[config.mk]
export PLATFORM = sky130hd
export DESIGN_NAME = signed_mult_seq_ctrl
export DESIGN_NICKNAME = d
export VERILOG_FILES = /design/src/rtl/signed_mult_seq_ctrl.sv
export SDC_FILE = /design/constraint.sdc
export NUM_CORES = 1
export LEC_CHECK = 0
export CAP_MARGIN = 10
export CORE_MARGIN = 4
export CORE_UTILIZATION = 60
export CTS_CLUSTER_SIZE = 40
export DETAILED_ROUTE_END_ITERATION = 16
export GPL_TIMING_DRIVEN = 0
export PLACE_DENSITY = 0.82
export SYNTH_ARGS = -nofsm -noshare
export SYNTH_HDL_FRONTEND = slang
export SYNTH_SLANG_ARGS = --single-unit
export TNS_END_PERCENT = 30
[constraint.sdc]
create_clock -name clk -period 9.6 [get_ports clk]
set_clock_uncertainty 0.15 [all_clocks]
set_input_delay 0.96 -clock clk [delete_from_list [all_inputs] [get_ports clk]]
set_output_delay 0.96 -clock clk [all_outputs]
set_load 0.05 [all_outputs]
[src/rtl/signed_mult_seq_ctrl.sv]
// Iterative signed/unsigned multiplier: one shared 2W-bit negator
// serves operand magnitudes and product sign restore around shift-add.
module signed_mult_seq_ctrl #(
  parameter int WIDTH = 8
) (
  input  logic               clk,
  input  logic               rst_n,
  input  logic               start,
  input  logic               is_signed,
  input  logic [WIDTH-1:0]   a,
  input  logic [WIDTH-1:0]   b,
  output logic               busy,
  output logic               done,
  output logic [2*WIDTH-1:0] product
);

  localparam int PW = 2 * WIDTH;
  localparam int CW = $clog2(WIDTH + 1);

  localparam logic [2:0] S_IDLE = 3'd0;
  localparam logic [2:0] S_NEGA = 3'd1;
  localparam logic [2:0] S_NEGB = 3'd2;
  localparam logic [2:0] S_MUL  = 3'd3;
  localparam logic [2:0] S_NEGP = 3'd4;
  localparam logic [2:0] S_DONE = 3'd5;

  logic [2:0]       state_q, state_d;
  logic [WIDTH-1:0] a_q, a_d;
  logic [WIDTH-1:0] b_q, b_d;
  logic             sgn_q, sgn_d;
  logic             nf_q, nf_d;
  logic [WIDTH-1:0] mag_a_q, mag_a_d;
  logic [WIDTH-1:0] mag_b_q, mag_b_d;
  logic [PW-1:0]    acc_q, acc_d;
  logic [CW-1:0]    cnt_q, cnt_d;
  logic [PW-1:0]    prod_q, prod_d;

  logic [PW-1:0]    neg_in;
  logic [PW-1:0]    neg_out;

  // The only negation hardware; its input is steered by state.
  always_comb begin
    neg_in = '0;
    case (state_q)
      S_NEGA:  neg_in = {{WIDTH{a_q[WIDTH-1]}}, a_q};
      S_NEGB:  neg_in = {{WIDTH{b_q[WIDTH-1]}}, b_q};
      S_NEGP:  neg_in = acc_q;
      default: neg_in = '0;
    endcase
  end

  assign neg_out = ~neg_in + PW'(1);

  always_comb begin
    state_d = state_q;
    a_d     = a_q;
    b_d     = b_q;
    sgn_d   = sgn_q;
    nf_d    = nf_q;
    mag_a_d = mag_a_q;
    mag_b_d = mag_b_q;
    acc_d   = acc_q;
    cnt_d   = cnt_q;
    prod_d  = prod_q;
    case (state_q)
      S_IDLE: begin
        if (start) begin
          a_d     = a;
          b_d     = b;
          sgn_d   = is_signed;
          nf_d    = is_signed & (a[WIDTH-1] ^ b[WIDTH-1]);
          state_d = S_NEGA;
        end
      end
      S_NEGA: begin
        mag_a_d = (sgn_q & a_q[WIDTH-1]) ? neg_out[WIDTH-1:0] : a_q;
        state_d = S_NEGB;
      end
      S_NEGB: begin
        mag_b_d = (sgn_q & b_q[WIDTH-1]) ? neg_out[WIDTH-1:0] : b_q;
        acc_d   = '0;
        cnt_d   = '0;
        state_d = S_MUL;
      end
      S_MUL: begin
        if (mag_b_q[0])
          acc_d = acc_q + (PW'(mag_a_q) << cnt_q);
        mag_b_d = mag_b_q >> 1;
        cnt_d   = cnt_q + CW'(1);
        if (cnt_q == CW'(WIDTH - 1))
          state_d = S_NEGP;
      end
      S_NEGP: begin
        prod_d  = nf_q ? neg_out : acc_q;
        state_d = S_DONE;
      end
      S_DONE:  state_d = S_IDLE;
      default: state_d = S_IDLE;
    endcase
  end

  always_ff @(posedge clk or negedge rst_n) begin
    if (!rst_n) begin
      state_q <= S_IDLE;
      a_q     <= '0;
      b_q     <= '0;
      sgn_q   <= 1'b0;
      nf_q    <= 1'b0;
      mag_a_q <= '0;
      mag_b_q <= '0;
      acc_q   <= '0;
      cnt_q   <= '0;
      prod_q  <= '0;
    end else begin
      state_q <= state_d;
      a_q     <= a_d;
      b_q     <= b_d;
      sgn_q   <= sgn_d;
      nf_q    <= nf_d;
      mag_a_q <= mag_a_d;
      mag_b_q <= mag_b_d;
      acc_q   <= acc_d;
      cnt_q   <= cnt_d;
      prod_q  <= prod_d;
    end
  end

  assign busy    = (state_q != S_IDLE);
  assign done    = (state_q == S_DONE);
  assign product = prod_q;

endmodule
# ---- After elaboration in Yosys (flattened, before gate mapping)
# Cells that the tools add are included.
dict set report classes {
  n_shift 1
  n_reduce_logical 6
  n_eq_ne 9
  n_addsub 3
  bitwise 5
  n_mux 11
}
# op n
set ops {}
lappend ops {{16-bit one-hot mux with 3 select lines} 1}
lappend ops {{16-bit 2-to-1 mux} 2}
lappend ops {{16-bit one-hot mux with 2 select lines} 1}
lappend ops {{16-bit by 1-bit adder with 16-bit output, second input constant} 1}
lappend ops {{16-bit adder} 1}
lappend ops {{8-bit 2-to-1 mux} 2}
lappend ops {{16-bit NOT} 1}
lappend ops {{8-bit one-hot mux with 2 select lines} 1}
lappend ops {{8-bit by 4-bit << shifter with 16-bit output} 1}
lappend ops {{3-bit one-hot mux with 5 select lines} 1}
lappend ops {{4-bit one-hot mux with 2 select lines} 1}
lappend ops {{3-bit by 2-bit == test with 1-bit output, second input constant} 2}
lappend ops {{3-bit == test, second input constant} 2}
lappend ops {{3-bit 2-to-1 mux} 2}
lappend ops {{2-bit inequality test, second input constant} 3}
lappend ops {{2-bit AND reduction} 3}
lappend ops {{4-bit by 1-bit adder with 4-bit output, second input constant} 1}
lappend ops {{4-bit by 3-bit == test with 1-bit output, second input constant} 1}
lappend ops {{1-bit bitwise AND} 3}
lappend ops {{3-bit by 1-bit == test with 1-bit output, second input constant} 1}
lappend ops {{3-bit logical NOT} 1}
lappend ops {{3-bit nonzero test} 1}
lappend ops {{2-bit nonzero test} 1}
lappend ops {{1-bit XOR} 1}
dict set report totals {
  word_cells 45
  reg_bits 73
  in_bits 20
  out_inout_bits 18
}

# ---- Longest topological paths before layout
dict set report depth {
  ltp_word 6
  ltp_mapped 14
  ltp_nobuf 12
}

# ---- Worst setup path before layout
# No wires, ideal clock.
dict set report synth_timing {
  path_kind {register to register}
  start {reg cnt_q[0]}
  end {reg acc_q[15]}
  setup_ns 0.087
  path_slack_ns 6.081
  synth_period_minus_slack_ns 3.519
  arrival_ns 3.282
  path_stages_with_launch 13
  path_buffers 2
  cell_sequence {dfrtp_1 buf_2 buf_1 mux2i_1 or4_1 inv_1 ha_1 a211oi_1 o211ai_1 a211o_1 nand3_1 or4b_2 o211ai_1}
}
dict set report synth_via {
  elab_chain_len 4
}
# element line
set synth_lines {}
lappend synth_lines {{start, declared} 35} ;# logic [CW-1:0] cnt_q, cnt_d;
lappend synth_lines {{start signal, assigned} 123} ;# cnt_q <= cnt_d;
lappend synth_lines {{8-bit by 4-bit << shifter with 16-bit output} 87} ;# acc_d = acc_q + (PW'(mag_a_q) << cnt_q);
lappend synth_lines {{16-bit adder} 87}
lappend synth_lines {{16-bit 2-to-1 mux} 86} ;# if (mag_b_q[0])
lappend synth_lines {{16-bit one-hot mux with 2 select lines} 65} ;# case (state_q)
lappend synth_lines {{end signal, assigned} 111} ;# acc_q <= '0;
lappend synth_lines {{end signal, assigned} 122} ;# acc_q <= acc_d;
lappend synth_lines {{end, declared} 34} ;# logic [PW-1:0] acc_q, acc_d;
# Every way passes these cells. The select of a mux whose other input is x is not followed.
# A chain may end at the register's enable or synchronous reset.

# ---- Worst setup path in the final report
# Ends and elaborated chain as after synthesis.

==> results.ini <==
[status]
status = complete, no violations

[yosys]
synth_area_um2 = 4868
post-synth-top-area-cell = dfrtp_1
synthesis.instances = 529
ys_seq_elements = 73
ys_types = 69
syn_nets = 567
synth-compound-area-share_pct = 21.54
synthAdderAreaFrac_pct = 4.780
synth_top_family_by_area = compound AO/OA/AOI/OAI gates
synth_area_leaders = dfrtp_1 38%, o21ai_0 5.4%, nand2_1 5.2%
async_flop_share_pct = 100.0
yosys.area_share.simple_pct = 19.69
yosys.area.top_type_share_pct = 37.52
synth_edf_count = 0
synth-main-ff-cell = dfrtp_1
ys_warn_count = 0
avgSynthCellArea_um2 = 9.203
synthMuxAreaShare_pct = 9.920
ys_seq_area_share_pct = 37.52
synthXorXnorAreaFrac_pct = 3.058

[floorplan]
core-area_um2 = 7807
num_rows = 32
start_util_pct = 62.36
die_area_um2 = 9619
die_x_um = 98.08
pin_count = 38
die_y_um = 98.08

[critical_path]
arrival_ns = 4.16
worstPathRequired_ns = 9.73
worst_path_most_repeated_cell = o211ai_1
cpPeakStageDelay_ns = 0.59
slowest_stage = or4b_2
startpoint_type = register
worstPathCellList = buf_2 -> buf_1 -> mux2i_1 -> or4_1 -> inv_1 -> ha_1 -> a211oi_1 -> o211ai_1 -> a211o_1 -> nand3_1 -> or4b_2 -> o211ai_1
endpoint_kind = register
critical_path_class = register to register
worstPathMaxFanout = 10

[drt]
first_iter_violations = 220
ant_nets = 0
drt-pass1-iter-count = 5
drt_wl_total_mm = 13.22
via_count = 4371
drc = 0
vias_per_cell = 6.381
wl_per_cell_um = 19.29

[job]
max_cap_viol_count = 0

[global_routing]
gr-usage-met3_pct = 5.214
grt_pass1_wl_mm = 21.24
grt_pass1_vias = 4224
antenna_found_initial = 0
met1_usage_pct = 36.22
grt_use_total_pct = 27.88
grt.overflow.total = 0
grt_max_degree = 66
met2_usage_pct = 45.08
grt-busiest-layer = met2

[sta]
slew_headroom_pct = 51.87
final_max_slew_viol_count = 0
fin_crit_ns = 4.032
finalCritPeriodShare_pct = 42.00
setup_viol = 0
rsz0062_at_grt = no
fin_hold_ws_ns = 0.2709
tns_ns = 0
setup_ws_ns = 5.568
tightest_slew_ns = 0.7127
hold_viol_final = 0
max_freq_ghz = 0.2480

[pwr]
irDropWorstVdd_v = 0.0001580
finalPower_mw = 2.187
power.leakage_nw = 2.454
power.density_nw_per_um2 = 388.1

[cts]
cts_resized = 0
insertion_delay_ns = 0.36
cts_tree = done
holdBufCountCts = 0
clockBufferDepth = 2
htreeDepth = 3
numClockSinks = 73
clockRootBuffer = clkbuf_8
cts_setup_buffers = 0
path_clk_slew_ns = 0.08
numCtsBuffers = 9

[finish]
stdcell_area_um2 = 5634
areaGrowthSynthToFinish_pct = 15.73
final_cell_mix = 73 x dfrtp_1, 68 x nand2_1, 53 x o21ai_0
drive_above_1_share_pct = 12.18
fillers = 612
fin_cells = 685
diodes = 0
final_common_cell = dfrtp_1
utilization_pct = 72.16
layout.nets = 616

[hold_path]
worstHoldPathType = primary input to async pin

[placement]
routabilityCongestion = 0.9431
dpl.hpwl_mm = 10.05
io_buffer_count = 37
dp_slack_ns = 5.641
placed_cell_area_um2 = 5391
placed_cells = 669

## Yosys cell counts, types with 6 or more instances
| cell | n |
|---|---|
| o31ai_1 | 6 |
| nand2_1 | 68 |
| clkbuf_1 | 19 |
| nor3_1 | 8 |
| and3_1 | 8 |
| nand2b_1 | 6 |
| o21ai_0 | 53 |
| nor2b_1 | 9 |
| xor2_1 | 8 |
| nor2_1 | 35 |
| mux2i_1 | 19 |
| xnor2_1 | 9 |
| nand3_1 | 15 |
| mux2_2 | 22 |
| and2_1 | 7 |
| inv_1 | 11 |
| a211oi_1 | 6 |
| ha_1 | 17 |
| dfrtp_1 | 73 |
| a21oi_1 | 31 |
## power by group
part	total (mW)	leakage, nW	switching, mW	internal, mW
sequential	0.585	0.907	0.147	0.438
clock	0.301	0.117	0.127	0.174
combinational	1.30	1.43	0.801	0.499
## registers in the layout, indices dropped and copies added, names as in the netlist
signal and cells:
sgn_q 1, state_q 3, mag_a_q 8, mag_b_q 8, a_q 8, cnt_q 4
b_q 8, acc_q 16, product 16, nf_q 1
## final cells by class
| class | count | area, µm² | area share [%] |
|---|---|---|---|
| plain buffers | 27 | 125.1 | 2.221 |
| clock buffers | 10 | 127.6 | 2.265 |
| clock inverters | 6 | 115.1 | 2.043 |
| inverters | 12 | 45.04 | 0.7995 |
| multi-input cells | 417 | 2872 | 50.97 |
| flip-flops and latches | 73 | 1827 | 32.42 |
| well taps | 102 | 127.6 | 2.265 |
| repair buffers | 38 | 395.4 | 7.018 |
## critical path: cells and delay by family (launching register included)
| kind | cells | cell delay [ns] |
|---|---|---|
| buffers and inverters | 3 | 0.71 |
| adders and majority gates | 1 | 0.24 |
| and+or+nand+nor | 3 | 1.17 |
| DFF | 1 | 0.36 |
| AOI/OAI and AO/OA | 4 | 1.06 |
| muxes | 1 | 0.26 |
## worst paths after layout
path / endpoint / slack [ns] / startpoint / cells after the start
max: acc_q[15] / 5.57 / cnt_q[0] / 12
min reg2reg: product[11] / 0.34 / product[11] / 2
max in group asynchronous: cnt_q[1] / 8.48 / rst_n / 2
max reg2reg: acc_q[15] / 5.57 / cnt_q[0] / 12
min: acc_q[10] / 0.27 / rst_n / 1
min in group clk: product[11] / 0.34 / product[11] / 2
## metal layers
layer	routed length, µm	vias to the layer above
met1	5522	2089
met2	6175	197
met3	993	45
met4	526	0
li1	-	2040
met5	0	-
## cells by family (layout without fill, tap and decap cells)
group / after synthesis / count (layout)
compound gates: 153 / 153
xor+xnor: 17 / 17
fa+ha+maj: 18 / 18
simple gates: 186 / 186
flops: 73 / 73
mux: 43 / 43
buf+inv: 39 / 93
Note: power is estimated with default switching activity, not from simulation.
